### config.mk
export PLATFORM = sky130hd
export DESIGN_NAME = alu_sequencer
export DESIGN_NICKNAME = d
export VERILOG_FILES = /design/src/rtl/alu_sequencer.sv
export SDC_FILE = /design/constraint.sdc
export NUM_CORES = 1
export LEC_CHECK = 0
export BUFFER_PORTS_ARGS = -buffer_cell sky130_fd_sc_hd__clkbuf_2
export CAP_MARGIN = 40
export CORE_ASPECT_RATIO = 0.7
export CORE_MARGIN = 2
export CORE_UTILIZATION = 45
export DETAILED_ROUTE_END_ITERATION = 8
export GPL_ROUTABILITY_DRIVEN = 0
export PLACE_DENSITY_LB_ADDON = 0.2
export REMOVE_ABC_BUFFERS = 1
export SLEW_MARGIN = 20
export SYNTH_ARGS = -nofsm -noshare
export SYNTH_HDL_FRONTEND = slang
export SYNTH_SLANG_ARGS = --single-unit
### constraint.sdc
create_clock -name clk -period 2.2 [get_ports clk]
set_input_delay 0.11 -clock clk [delete_from_list [all_inputs] [get_ports clk]]
set_output_delay 0.11 -clock clk [all_outputs]
set_load 0.02 [all_outputs]
### src/rtl/alu_sequencer.sv
// Sequential front end for the combinational 32-bit ALU: accepts one request at a time,
// holds the operands on the ALU for a programmable settle time, then returns the captured result.
module alu_sequencer #(
    parameter int SETTLE_CYCLES = 1,
    parameter int TAG_W         = 4
) (
    input  logic             clk,
    input  logic             rst_n,
    input  logic             req_valid,
    output logic             req_ready,
    input  logic [31:0]      req_op1,
    input  logic [31:0]      req_op2,
    input  logic [2:0]       req_operator,
    input  logic [TAG_W-1:0] req_tag,
    output logic [31:0]      alu_op1,
    output logic [31:0]      alu_op2,
    output logic [2:0]       alu_operator,
    input  logic [31:0]      alu_result,
    input  logic             alu_is_zero,
    output logic             resp_valid,
    input  logic             resp_ready,
    output logic [31:0]      resp_result,
    output logic             resp_zero,
    output logic [TAG_W-1:0] resp_tag,
    output logic             busy
);

    typedef enum logic [1:0] {
        IDLE,
        SETTLE,
        CAPTURE,
        RESP
    } state_t;

    localparam logic [3:0] SETTLE_INIT = 4'(SETTLE_CYCLES - 1);

    state_t            state;
    state_t            state_next;
    logic [3:0]        settle_cnt;
    logic [3:0]        settle_cnt_next;
    logic              armed;
    logic              accept;
    logic              capture;
    logic [TAG_W-1:0]  tag_q;

    // armed keeps req_ready low while reset is asserted even though the FSM already sits in IDLE
    always_ff @(posedge clk or negedge rst_n) begin
        if (!rst_n) begin
            state      <= IDLE;
            settle_cnt <= 4'd0;
            armed      <= 1'b0;
        end else begin
            state      <= state_next;
            settle_cnt <= settle_cnt_next;
            armed      <= 1'b1;
        end
    end

    always_comb begin
        state_next      = state;
        settle_cnt_next = settle_cnt;
        accept          = 1'b0;
        capture         = 1'b0;
        case (state)
            IDLE: begin
                if (req_valid && armed) begin
                    accept          = 1'b1;
                    settle_cnt_next = SETTLE_INIT;
                    state_next      = SETTLE;
                end
            end
            SETTLE: begin
                if (settle_cnt == 4'd0) begin
                    state_next = CAPTURE;
                end else begin
                    settle_cnt_next = settle_cnt - 4'd1;
                end
            end
            CAPTURE: begin
                capture    = 1'b1;
                state_next = RESP;
            end
            RESP: begin
                if (resp_ready) begin
                    state_next = IDLE;
                end
            end
            default: begin
                state_next = IDLE;
            end
        endcase
    end

    // ALU-drive registers hold their last values in IDLE; response registers hold through RESP
    always_ff @(posedge clk or negedge rst_n) begin
        if (!rst_n) begin
            alu_op1      <= 32'd0;
            alu_op2      <= 32'd0;
            alu_operator <= 3'd0;
            tag_q        <= '0;
            resp_result  <= 32'd0;
            resp_zero    <= 1'b0;
            resp_tag     <= '0;
        end else begin
            if (accept) begin
                alu_op1      <= req_op1;
                alu_op2      <= req_op2;
                alu_operator <= req_operator;
                tag_q        <= req_tag;
            end
            if (capture) begin
                resp_result <= alu_result;
                resp_zero   <= alu_is_zero;
                resp_tag    <= tag_q;
            end
        end
    end

    assign req_ready  = armed && (state == IDLE);
    assign resp_valid = (state == RESP);
    assign busy       = (state != IDLE);

endmodule

==> metrics.cfg <==
[status]
status=completed

[setup_path]
critical_path.cell_chain=inv_1 > ha_1 > or3b_4 > a221oi_4 > mux2_4
cp_slowest_stage_delay_ns=0.42
worst-path-buf-inv=1
critPathMaxFanout=4
timing.reg2reg.worst_path_depth=5
worst_setup_path_endpoint=state[1]
stages_on_worst_setup_path=5
critPathArrivalTime_ns=2.16
worstSetupEndpointType=flop
rr_endpoint=state[1]
path_class=flop to flop
worstSetupStartpointType=flop
required_ns=2.47
critical-path-top-delay-family=simple AND/OR/NAND/NOR gates
crit_path_top_delay_cell=or3b_4
worstReg2RegStart=settle_cnt[0]
cp-startpoint=settle_cnt[0]
reg2reg_slack_ns=0.32

[drt]
drt_first_iter_violations=136
ant_nets=0
drt-pass1-iter-count=4
route.vias.total=3581
wl_um=11700
drt_drc_violations_left=0
routed_wire_length_per_instance_um=15.5
avg_vias_per_cell=4.75

[place]
placed_cell_count=618
dpl_worst_slack_ns=0.323
dp_hpwl_um=7250
io_buffer_count=214

[finish]
final_layout_size_suffix_gt1_frac=0.482
multi_input_comb_area_um2=1560
ff_latch_area_um2=2880
layoutNonFillerInstCount=754
nNetsFinal=730
layout_commonest_cell=clkbuf_2
layout_common_cells=clkbuf_2, dfrtp_1, dlygate4sd3_1, mux2_1, mux2_2
n_fill_cell=620
area_growth_syn_to_layout_pct=65.2
antenna_cells=0
finish.utilization=0.767

[floorplanning]
die_width_um=124
floorplan.core_area_um2=9720
floorplan.die.height_um=87.8
ioPinCount=215
fp-row-count=30
floorplan.die_area_um2=10900
floorplan.initialDensity=0.464

[pwr]
irDropWorstVdd_mv=0.984
post-layout-total-power_w=0.0108
total_leakage_power_nw=3.69
cellPowerDensity_nw_per_um2=1440

[logic_synthesis]
synth_seq_cells=115
synth_sequential_area_ratio=0.638
synth.distinct_cells=33
yosys_warnings=0
syn-cell-area_um2=4510
synth.largest_area_cell=dfrtp_1
synthesis.instances=282
post_synth_main_area_contributors=dfrtp_1, mux2_1, mux2_2, ha_1, buf_2
netlist.area_leader.share=0.638
synthesis.area_per_instance_um2=16.0

[global_routing]
global_route.overflow_total=0
grt_pass1_vias=3818
antenna_found_initial=0
grt_max_degree=60
global_route_wire_length_before_repair_um=18200
grt.total_usage=0.223

[sta]
finalClockSkew_ns=0.0103
timing.final.crit_period_ns=1.88
final.period_utilization=0.856
timing_hold_violations_final=0
fmaxAchievable_mhz=531
worst_slack_ns=0.317
slew_viol_final=0
setup_viol=0
setup_tns_ns=0
unrepaired_setup_endpoints_after_global_routing=no

[clock_network]
cts_inserted_buffers=17
cts-root-to-sink-buffers=2
cts_num_sinks=115
cts_post_setup_buffers_inserted=0
ctsResizeCount=0
clock_tree.htree_level_count=4
root_buffer=clkbuf_16
tritoncts_clock_tree=yes
clk-insertion-delay-late_ns=0.39
clock_pin_slew_worst_setup_and_hold_paths_ns=0.05
hold_buffers=105

[worst_hold_path]
hold_class=primary input to async pin

[job]
timing.max_cap.violations=0

cells by family after synthesis:
logic type / Yosys count / share of synthesized area
flip-flops: 115 / 0.638
multiplexers: 110 / 0.275
AND/OR/NAND/NOR: 22 / 0.0302
buffers and inverters: 19 / 0.0189
AO/OA/AOI/OAI: 8 / 0.0180
adder cells (fa/ha/maj): 7 / 0.0194
other: 1 / 0.000831
registers in the layout (all words and copies together) (netlist names):
signal        cells
alu_op1          32
alu_op2          32
resp_result      32
state             2
armed             1
resp_tag          4
settle_cnt        4
alu_operator      3
tag_q             4
resp_zero         1
power by group:
| group | switching (W) | leakage [nW] | internal [W] |
|---|---|---|---|
| Sequential | 0.000559 | 1.37 | 0.00317 |
| Combinational | 0.00251 | 2.02 | 0.00187 |
| Clock | 0.000860 | 0.297 | 0.00181 |
how the worst min path moves through the flow:
| stage | start | to |
|---|---|---|
| 2_1_floorplan | rst_n | alu_op1[0] |
| 3_3_place_gp | rst_n | resp_result[25] |
| 3_5_place_dp | rst_n | resp_result[25] |
| 4_1_cts | req_valid | settle_cnt[2] |
| 5_1_grt | rst_n | resp_tag[0] |
| 6_report | rst_n | resp_tag[0] |
stage by stage:
stage	area, um^2	hold slack [ns]
floorplan	4450	-0.186
global placement	5780	0.226
detailed placement	5780	0.240
CTS	7430	0.0614
global route	7450	0.0612
finish	7450	0.0602
synthesized netlist by cell type (all sizes together):
master	n
a22oi	1
nor3	1
mux2i	1
and2	1
conb	1
nand3b	1
a31oi	1
or3b	1
buf	11
mux2	109
ha	7
and2b	1
nor4	2
o221ai	1
o21bai	1
dfrtp	115
nor2	1
nand3	4
a221oi	1
nand2b	2
and3	1
clkbuf	1
inv	7
nor2b	2
or3	2
nor3b	1
a21boi	1
nand2	1
or2b	1
o21ai	1
a2111oi	1
layer usage:
layer / global-route usage / vias to the layer above / share of wire
met5: 0 / - / 0
met4: 0.100 / 0 / 0.018
met3: 0.0788 / 19 / 0.075
met2: 0.394 / 128 / 0.52
met1: 0.245 / 1775 / 0.38
li1: - / 1659 / -
area by class of cell:
type	instances	share of cell area
tap	128	0.0215
sequential	115	0.386
clock inverter	3	0.00537
multi-input combinational	148	0.210
timing repair buffer	326	0.300
clock buffer	27	0.0742
inverter	7	0.00352
No activity file was read; power rests on OpenSTA's default activity.
